===== src/rtl/backend_types.sv =====
// Shared backend speculation types: COB checkpoint layout, RAT entries,
// BRB broadcast payload and the branch-resolve FSM states.
package backend_types;

    localparam int COB_DEPTH            = 4;
    localparam int COB_ADDR_WIDTH       = $clog2(COB_DEPTH);
    localparam int NUM_ARCH_REGISTERS   = 32;
    localparam int FREE_LIST_ADDR_WIDTH = 5;
    localparam int PHYS_REG_WIDTH       = FREE_LIST_ADDR_WIDTH + 1;

    typedef logic [PHYS_REG_WIDTH-1:0]       rat_entry_t;
    typedef logic [FREE_LIST_ADDR_WIDTH:0]   free_ptr_t;
    typedef logic [COB_ADDR_WIDTH-1:0]       br_tag_t;
    typedef logic [COB_DEPTH-1:0]            br_mask_t;

    typedef struct packed {
        rat_entry_t [NUM_ARCH_REGISTERS-1:0] rat;
        free_ptr_t                           free_rptr;
    } cob_entry_t;

    typedef struct packed {
        logic    broadcast;
        br_tag_t tag;
        logic    clean;
        logic    kill;
    } brb_req_t;

    typedef enum logic [1:0] {
        IDLE,
        KILL,
        RECOVER
    } brb_state_t;

    function automatic br_mask_t tag_onehot(input br_tag_t tag);
        return br_mask_t'(1) << tag;
    endfunction

endpackage


===== src/rtl/brb_itf.sv =====
// Branch resolution broadcast bus consumed by the COB, reservation stations
// and ROB.
interface brb_itf;
    import backend_types::*;

    brb_req_t req;

    modport master (output req);
    modport slave  (input  req);

endinterface


===== src/rtl/branch_tag_tracker.sv =====
// Live-branch mask plus per-tag dependency matrix; dep_mask[t] records the
// branches that were already in flight when tag t was allocated.
module branch_tag_tracker
    import backend_types::*;
(
    input  logic     clk,
    input  logic     rst,
    input  logic     alloc_en,
    input  br_tag_t  alloc_tag,
    input  logic     clean_en,
    input  logic     kill_en,
    input  br_tag_t  res_tag,
    output br_mask_t live_mask
);

    br_mask_t [COB_DEPTH-1:0] dep_mask;
    br_mask_t                 remove_mask;
    br_mask_t                 live_next;
    logic                     alloc_keep;

    // A kill squashes every branch younger than the resolving one, and a
    // dispatch in the kill cycle is itself younger, so it never takes effect.
    always_comb begin
        remove_mask = '0;
        alloc_keep  = alloc_en && !kill_en;
        if (clean_en) begin
            remove_mask = tag_onehot(res_tag);
        end else if (kill_en) begin
            remove_mask = tag_onehot(res_tag);
            for (int t = 0; t < COB_DEPTH; t++) begin
                if (dep_mask[t][res_tag]) remove_mask[t] = 1'b1;
            end
        end
        live_next = live_mask & ~remove_mask;
        if (alloc_keep) live_next[alloc_tag] = 1'b1;
    end

    always_ff @(posedge clk) begin
        if (rst) begin
            live_mask <= '0;
            dep_mask  <= '0;
        end else begin
            live_mask <= live_next;
            for (int t = 0; t < COB_DEPTH; t++) begin
                dep_mask[t] <= dep_mask[t] & ~remove_mask;
            end
            if (alloc_keep) dep_mask[alloc_tag] <= live_mask & ~remove_mask;
        end
    end

    a_alloc_not_live: assert property (@(posedge clk) disable iff (rst)
        alloc_en |-> !live_mask[alloc_tag]);

endmodule


===== src/rtl/branch_resolve_unit.sv =====
// Turns branch-FU resolutions into the registered BRB clean/kill broadcast and,
// on a mispredict, drives RAT / free-list restore and the frontend redirect.
module branch_resolve_unit
    import backend_types::*;
(
    input  logic                                clk,
    input  logic                                rst,
    input  logic                                alloc_req,
    input  br_tag_t                             alloc_tag,
    output br_mask_t                            cur_mask,
    input  logic                                res_valid,
    output logic                                res_ready,
    input  br_tag_t                             res_tag,
    input  logic                                res_mispredict,
    input  logic [31:0]                         res_target,
    input  cob_entry_t                          cob_data [COB_DEPTH],
    brb_itf.master                              brif,
    output logic                                rat_restore,
    output rat_entry_t [NUM_ARCH_REGISTERS-1:0] rat_restore_data,
    output free_ptr_t                           free_rptr_restore,
    output logic                                redirect_valid,
    output logic [31:0]                         redirect_pc,
    output logic                                stall
);

    brb_state_t state, state_next;
    br_mask_t   live_mask;
    logic       accept, accept_clean, accept_kill;
    cob_entry_t cob_sel;

    brb_req_t                            brb_req_p1;
    logic                                rat_restore_p1;
    rat_entry_t [NUM_ARCH_REGISTERS-1:0] rat_data_p1;
    free_ptr_t                           free_rptr_p1;
    logic                                redirect_valid_p1;
    logic [31:0]                         redirect_pc_p1;

    // Stage p0: accept resolution; only live tags produce any effect
    assign res_ready    = (state == IDLE);
    assign accept       = res_valid && res_ready && live_mask[res_tag];
    assign accept_clean = accept && !res_mispredict;
    assign accept_kill  = accept && res_mispredict;
    assign cob_sel      = cob_data[res_tag];
    assign cur_mask     = live_mask;

    branch_tag_tracker u_tracker (
        .clk       (clk),
        .rst       (rst),
        .alloc_en  (alloc_req),
        .alloc_tag (alloc_tag),
        .clean_en  (accept_clean),
        .kill_en   (accept_kill),
        .res_tag   (res_tag),
        .live_mask (live_mask)
    );

    always_ff @(posedge clk) begin
        if (rst) state <= IDLE;
        else     state <= state_next;
    end

    always_comb begin
        state_next = state;
        stall      = 1'b0;
        case (state)
            IDLE:    if (accept_kill) state_next = KILL;
            KILL:    begin stall = 1'b1; state_next = RECOVER; end
            RECOVER: begin stall = 1'b1; state_next = IDLE;    end
            default: state_next = IDLE;
        endcase
    end

    // Stage p1: registered broadcast, restore and redirect
    always_ff @(posedge clk) begin
        if (rst) begin
            brb_req_p1        <= '0;
            rat_restore_p1    <= 1'b0;
            rat_data_p1       <= '0;
            free_rptr_p1      <= '0;
            redirect_valid_p1 <= 1'b0;
            redirect_pc_p1    <= '0;
        end else begin
            brb_req_p1.broadcast <= accept;
            brb_req_p1.clean     <= accept_clean;
            brb_req_p1.kill      <= accept_kill;
            rat_restore_p1       <= accept_kill;
            redirect_valid_p1    <= accept_kill;
            if (accept) brb_req_p1.tag <= res_tag;
            if (accept_kill) begin
                rat_data_p1    <= cob_sel.rat;
                free_rptr_p1   <= cob_sel.free_rptr;
                redirect_pc_p1 <= res_target;
            end
        end
    end

    assign brif.req          = brb_req_p1;
    assign rat_restore       = rat_restore_p1;
    assign rat_restore_data  = rat_data_p1;
    assign free_rptr_restore = free_rptr_p1;
    assign redirect_valid    = redirect_valid_p1;
    assign redirect_pc       = redirect_pc_p1;

    a_alloc_not_resolving: assert property (@(posedge clk) disable iff (rst)
        (accept && alloc_req) |-> (alloc_tag != res_tag));

endmodule


===== src/flat_wrapper.sv =====
// flat-port wrapper written by rule: the top's interface ports become plain ports
module branch_resolve_unit_flat import backend_types::*;
  (clk, rst, alloc_req, alloc_tag, cur_mask, res_valid, res_ready, res_tag, res_mispredict, res_target, cob_data, rat_restore, rat_restore_data, free_rptr_restore, redirect_valid, redirect_pc, stall, brif_req);
  brb_itf brif_i ();
  input  logic clk;
  input  logic rst;
  input  logic alloc_req;
  input  br_tag_t alloc_tag;
  output br_mask_t cur_mask;
  input  logic res_valid;
  output logic res_ready;
  input  br_tag_t res_tag;
  input  logic res_mispredict;
  input  logic [31:0] res_target;
  input  cob_entry_t cob_data[COB_DEPTH];
  output logic rat_restore;
  output rat_entry_t [NUM_ARCH_REGISTERS-1:0] rat_restore_data;
  output free_ptr_t free_rptr_restore;
  output logic redirect_valid;
  output logic [31:0] redirect_pc;
  output logic stall;
  output wire logic [$bits(brif_i.req)-1:0] brif_req;
  assign brif_req = brif_i.req;
  branch_resolve_unit u_core (.clk(clk), .rst(rst), .alloc_req(alloc_req), .alloc_tag(alloc_tag), .cur_mask(cur_mask), .res_valid(res_valid), .res_ready(res_ready), .res_tag(res_tag), .res_mispredict(res_mispredict), .res_target(res_target), .cob_data(cob_data), .brif(brif_i), .rat_restore(rat_restore), .rat_restore_data(rat_restore_data), .free_rptr_restore(free_rptr_restore), .redirect_valid(redirect_valid), .redirect_pc(redirect_pc), .stall(stall));
endmodule

===== config.mk =====
export PLATFORM = sky130hd
export DESIGN_NAME = branch_resolve_unit_flat
export DESIGN_NICKNAME = d
export VERILOG_FILES = /design/src/rtl/backend_types.sv /design/src/rtl/brb_itf.sv /design/src/rtl/branch_tag_tracker.sv /design/src/rtl/branch_resolve_unit.sv /design/src/flat_wrapper.sv
export SDC_FILE = /design/constraint.sdc
export NUM_CORES = 1
export LEC_CHECK = 0
export ABC_AREA = 1
export CAP_MARGIN = 25
export CORE_AREA = 2 2 425 427
export CTS_CLUSTER_DIAMETER = 120
export DETAILED_ROUTE_END_ITERATION = 7
export DIE_AREA = 0 0 427 429
export MAX_ROUTING_LAYER = met4
export PLACE_DENSITY_LB_ADDON = 0.3
export SYNTH_ARGS = -nofsm -noshare
export SYNTH_HDL_FRONTEND = slang
export SYNTH_HIERARCHICAL = 1
export SYNTH_SLANG_ARGS = --single-unit

===== constraint.sdc =====
create_clock -name clk -period 2.6 [get_ports clk]
set_clock_uncertainty 0.1 [all_clocks]
set_input_delay 0.39 -clock clk [delete_from_list [all_inputs] [get_ports clk]]
set_output_delay 0.39 -clock clk [all_outputs]
set_load 0.02 [all_outputs]

==> impl_metrics.toml <==
[run_status]
status = "completed"

[setup_path]
worstPathMaxFanout = 2
worst_r2r_endpoint = "u_core/rat_restore_data[86]"
critPathBufInv = 1
critPathCaptureType = "output pin"
cp-start-kind = "register"
arrival_ps = 1930
crit_family = "buffers and inverters"
path_class = "register to output pin"
rr_worst_depth = 9
worstPathCellList = "clkdlybuf4s50_1"
timing.rr.start = "u_core/state[1]"
r2r_slack_ps = 330
cp_data_required_time_ps = 2110
slowest_stage = "clkdlybuf4s50_1"
cp_slowest_stage_delay_ps = 730

[timing]
timing.hold.ws_ps = 221
tns_ps = 0
setup_violations = 0
hold_violations = 0
rsz0062_at_grt = "no"
slew_violations = 0
fmax_ghz = 0.414
fin_crit_ps = 2420
finalCritPeriodShare = 0.930
worstMarginPinSlew_ps = 741
relSlewSlack = 0.504

[route]
viasPerCell = 3.56
wl_per_cell_um = 23.7
vias = 21300
routed_wl_um = 142000
antenna_left = 0
dr.pass1.iters = 5
drt_iter0_drc = 1457
drcViolationCount = 0

[pwr]
leakagePower_nw = 10.9
power.density_nw_per_um2 = 470
max-vdd-ir-drop_mv = 0.386

[hold_path]
worst_hold_path.num_cells = 5
hold_class = "primary input to register"
hold_end = "u_core/brif.req[2]"
hp-start = "res_tag[1]"

[clock_network]
cts_num_sinks = 253
cts_inserted_buffers = 40
path_clk_slew_ps = 60
clock_latency_ps = 600
cts_tree = "built"
clockBufferDepth = 3
cts-root-buf = "clkbuf_16"
htree_levels = 2

[synthesis]
post-synth-top-count-cell = "nor2_1"
synth_area_um2 = 15000
synth_top_cell_area_share = 0.338
synth_area_leader_cell = "dfxtp_1"
synthFlopType = "dfxtp_1"
synth_seq_cells = 253
ys_warn_count = 6
avgSynthCellArea_um2 = 6.05
synthArstFlopShare = 0
synth_commonest_cells = "1067 x nor2_1, 684 x o21ai_0, 253 x dfxtp_1, 143 x o21ai_1, 110 x clkbuf_1"
yosys-top-cells-area = "dfxtp_1 34%, nor2_1 27%, o21ai_0 23%, o21ai_1 4.8%, clkbuf_1 2.8%"
synthesis.nets = 3310
synth_cell_types = 26
syn_inst = 2475
seq_area_frac_synth = 0.338
synth_edf_count = 0

[place]
dp.cells = 5869
gp_congestion = 0.933
portBuffers = 1075
dp_hpwl_um = 120000

[floorplanning]
die_x_um = 427
core_area_um2 = 178000
pin_count = 1076
rows = 155
start_util = 0.0841
die_h_um = 429
die_area_um2 = 183000

[global_routing]
grt_pass1_vias = 20900
overflow = 0
antenna_found_initial = 62
grt_pass1_wl_um = 183000
gr-usage-all-layers = 0.151
grt_max_degree = 105

[finish]
synthToLayoutAreaGrowth_pct = 106
layout-drive-gt1-share = 0.0758
final_nets = 4392
layout.cells.non_filler = 5978

[run]
max_cap_violations = 0
[worst max path at each step]
stage | end | cells after the start | slack [ps] | from
final | rat_restore_data[189] | 1 | 180 | u_core/rat_restore_data[189]
after global routing | u_core/rat_restore_data[9] | 9 | 90 | res_tag[0]
after CTS | res_ready | 3 | 130 | u_core/state[1]
after detailed placement | u_core/rat_restore_data[9] | 8 | 90 | res_tag[0]
after global placement | u_core/rat_restore_data[9] | 8 | 90 | res_tag[0]
after floorplan | u_core/u_tracker/dep_mask[12] | 12 | 560 | u_core/state[0]
[metal layers]
layer | share of wire | wire, um | global-route usage
met1 | 0.40 | 56000 | 0.166
met2 | 0.49 | 69600 | 0.245
met3 | 0.085 | 12000 | 0.0540
met4 | 0.028 | 4040 | 0.0626
met5 | 0 | 0 | -
[cell families (layout without fill, tap and decap cells)]
group	after synthesis	count (layout)	synth area share
muxes	6	6	0.00401
buffers and inverters	231	1343	0.0785
and+or+nand+nor	1147	1147	0.297
adders and majority gates	2	2	0.00167
AOI/OAI and AO/OA	836	836	0.280
other	0	36	0
DFF	253	253	0.338
[sequential cells by signal, indices dropped and copies added, names as in the netlist]
name                        cells
u_core/brif.req                 4
u_core/free_rptr_restore        6
u_core/rat_restore_data       192
u_core/redirect_pc             32
u_core/redirect_valid           1
u_core/state                    2
u_core/u_tracker/dep_mask      12
u_core/u_tracker/live_mask      4
[layout make-up]
class,instances,area [um^2]
sequential,253,5060
timing repair buffer,1250,12500
tap,2355,2950
clock buffer,51,1090
fill,20400,147000
multi-input combinational,1991,8730
antenna,36,90.1
inverter,21,101
clock inverter,21,298
[cell usage in the layout, fill, tap and decap left out]
master / synthesis / final
o21ai_0: 684 / 684
dlygate4sd3_1: 0 / 1
inv_1: 18 / 17
nor2_1: 1067 / 1067
nand3_1: 15 / 15
clkbuf_1: 110 / 6
buf_12: 0 / 33
nor3_1: 1 / 1
clkbuf_16: 0 / 40
a21oi_1: 6 / 6
clkbuf_8: 0 / 5
buf_8: 0 / 2
diode_2: 0 / 36
clkdlybuf4s50_1: 0 / 1063
dlygate4sd2_1: 0 / 2
nand4_1: 1 / 1
ha_1: 2 / 2
clkinv_4: 0 / 1
nand2_1: 45 / 45
and3_1: 3 / 3
nor2_8: 1 / 1
a21oi_2: 3 / 3
nand3_2: 1 / 1
buf_4: 21 / 149
nand3_4: 4 / 4
inv_8: 0 / 4
or2_4: 1 / 1
inv_2: 3 / 1
clkinv_2: 0 / 5
bufinv_16: 0 / 6
nand2_2: 7 / 7
nand4_4: 1 / 1
clkinvlp_4: 0 / 4
dfxtp_1: 253 / 253
o21ai_1: 143 / 143
inv_6: 0 / 3
mux2i_1: 6 / 6
clkinv_8: 0 / 1
[power by group]
group          leakage (nW)  internal, mW  switching [mW]
sequential             2.06          4.09           0.157
clock                 0.672          3.59            2.32
combinational          8.13          2.15            2.17
[timing repair]
item / in CTS / in global routing
endpoints found under the setup margin: 2 / 0
gates resized for setup: 2 / 0
endpoints found under the hold margin: 1 / 0
setup buffers: 0 / 0
hold buffers: 1 / 0
[per-stage QoR]
step	setup slack, ps	cell area, um^2	utilization	total power [mW]
5_1_grt	86.1	30800	0.173	15.2
4_1_cts	134	30700	0.173	14.8
3_3_place_gp	91.7	29300	0.165	8.70
6_report	182	30800	0.173	14.5
2_1_floorplan	560	15000	-	5.78
3_5_place_dp	90.1	29300	0.165	8.69
Power figures use the tool's default switching activity.
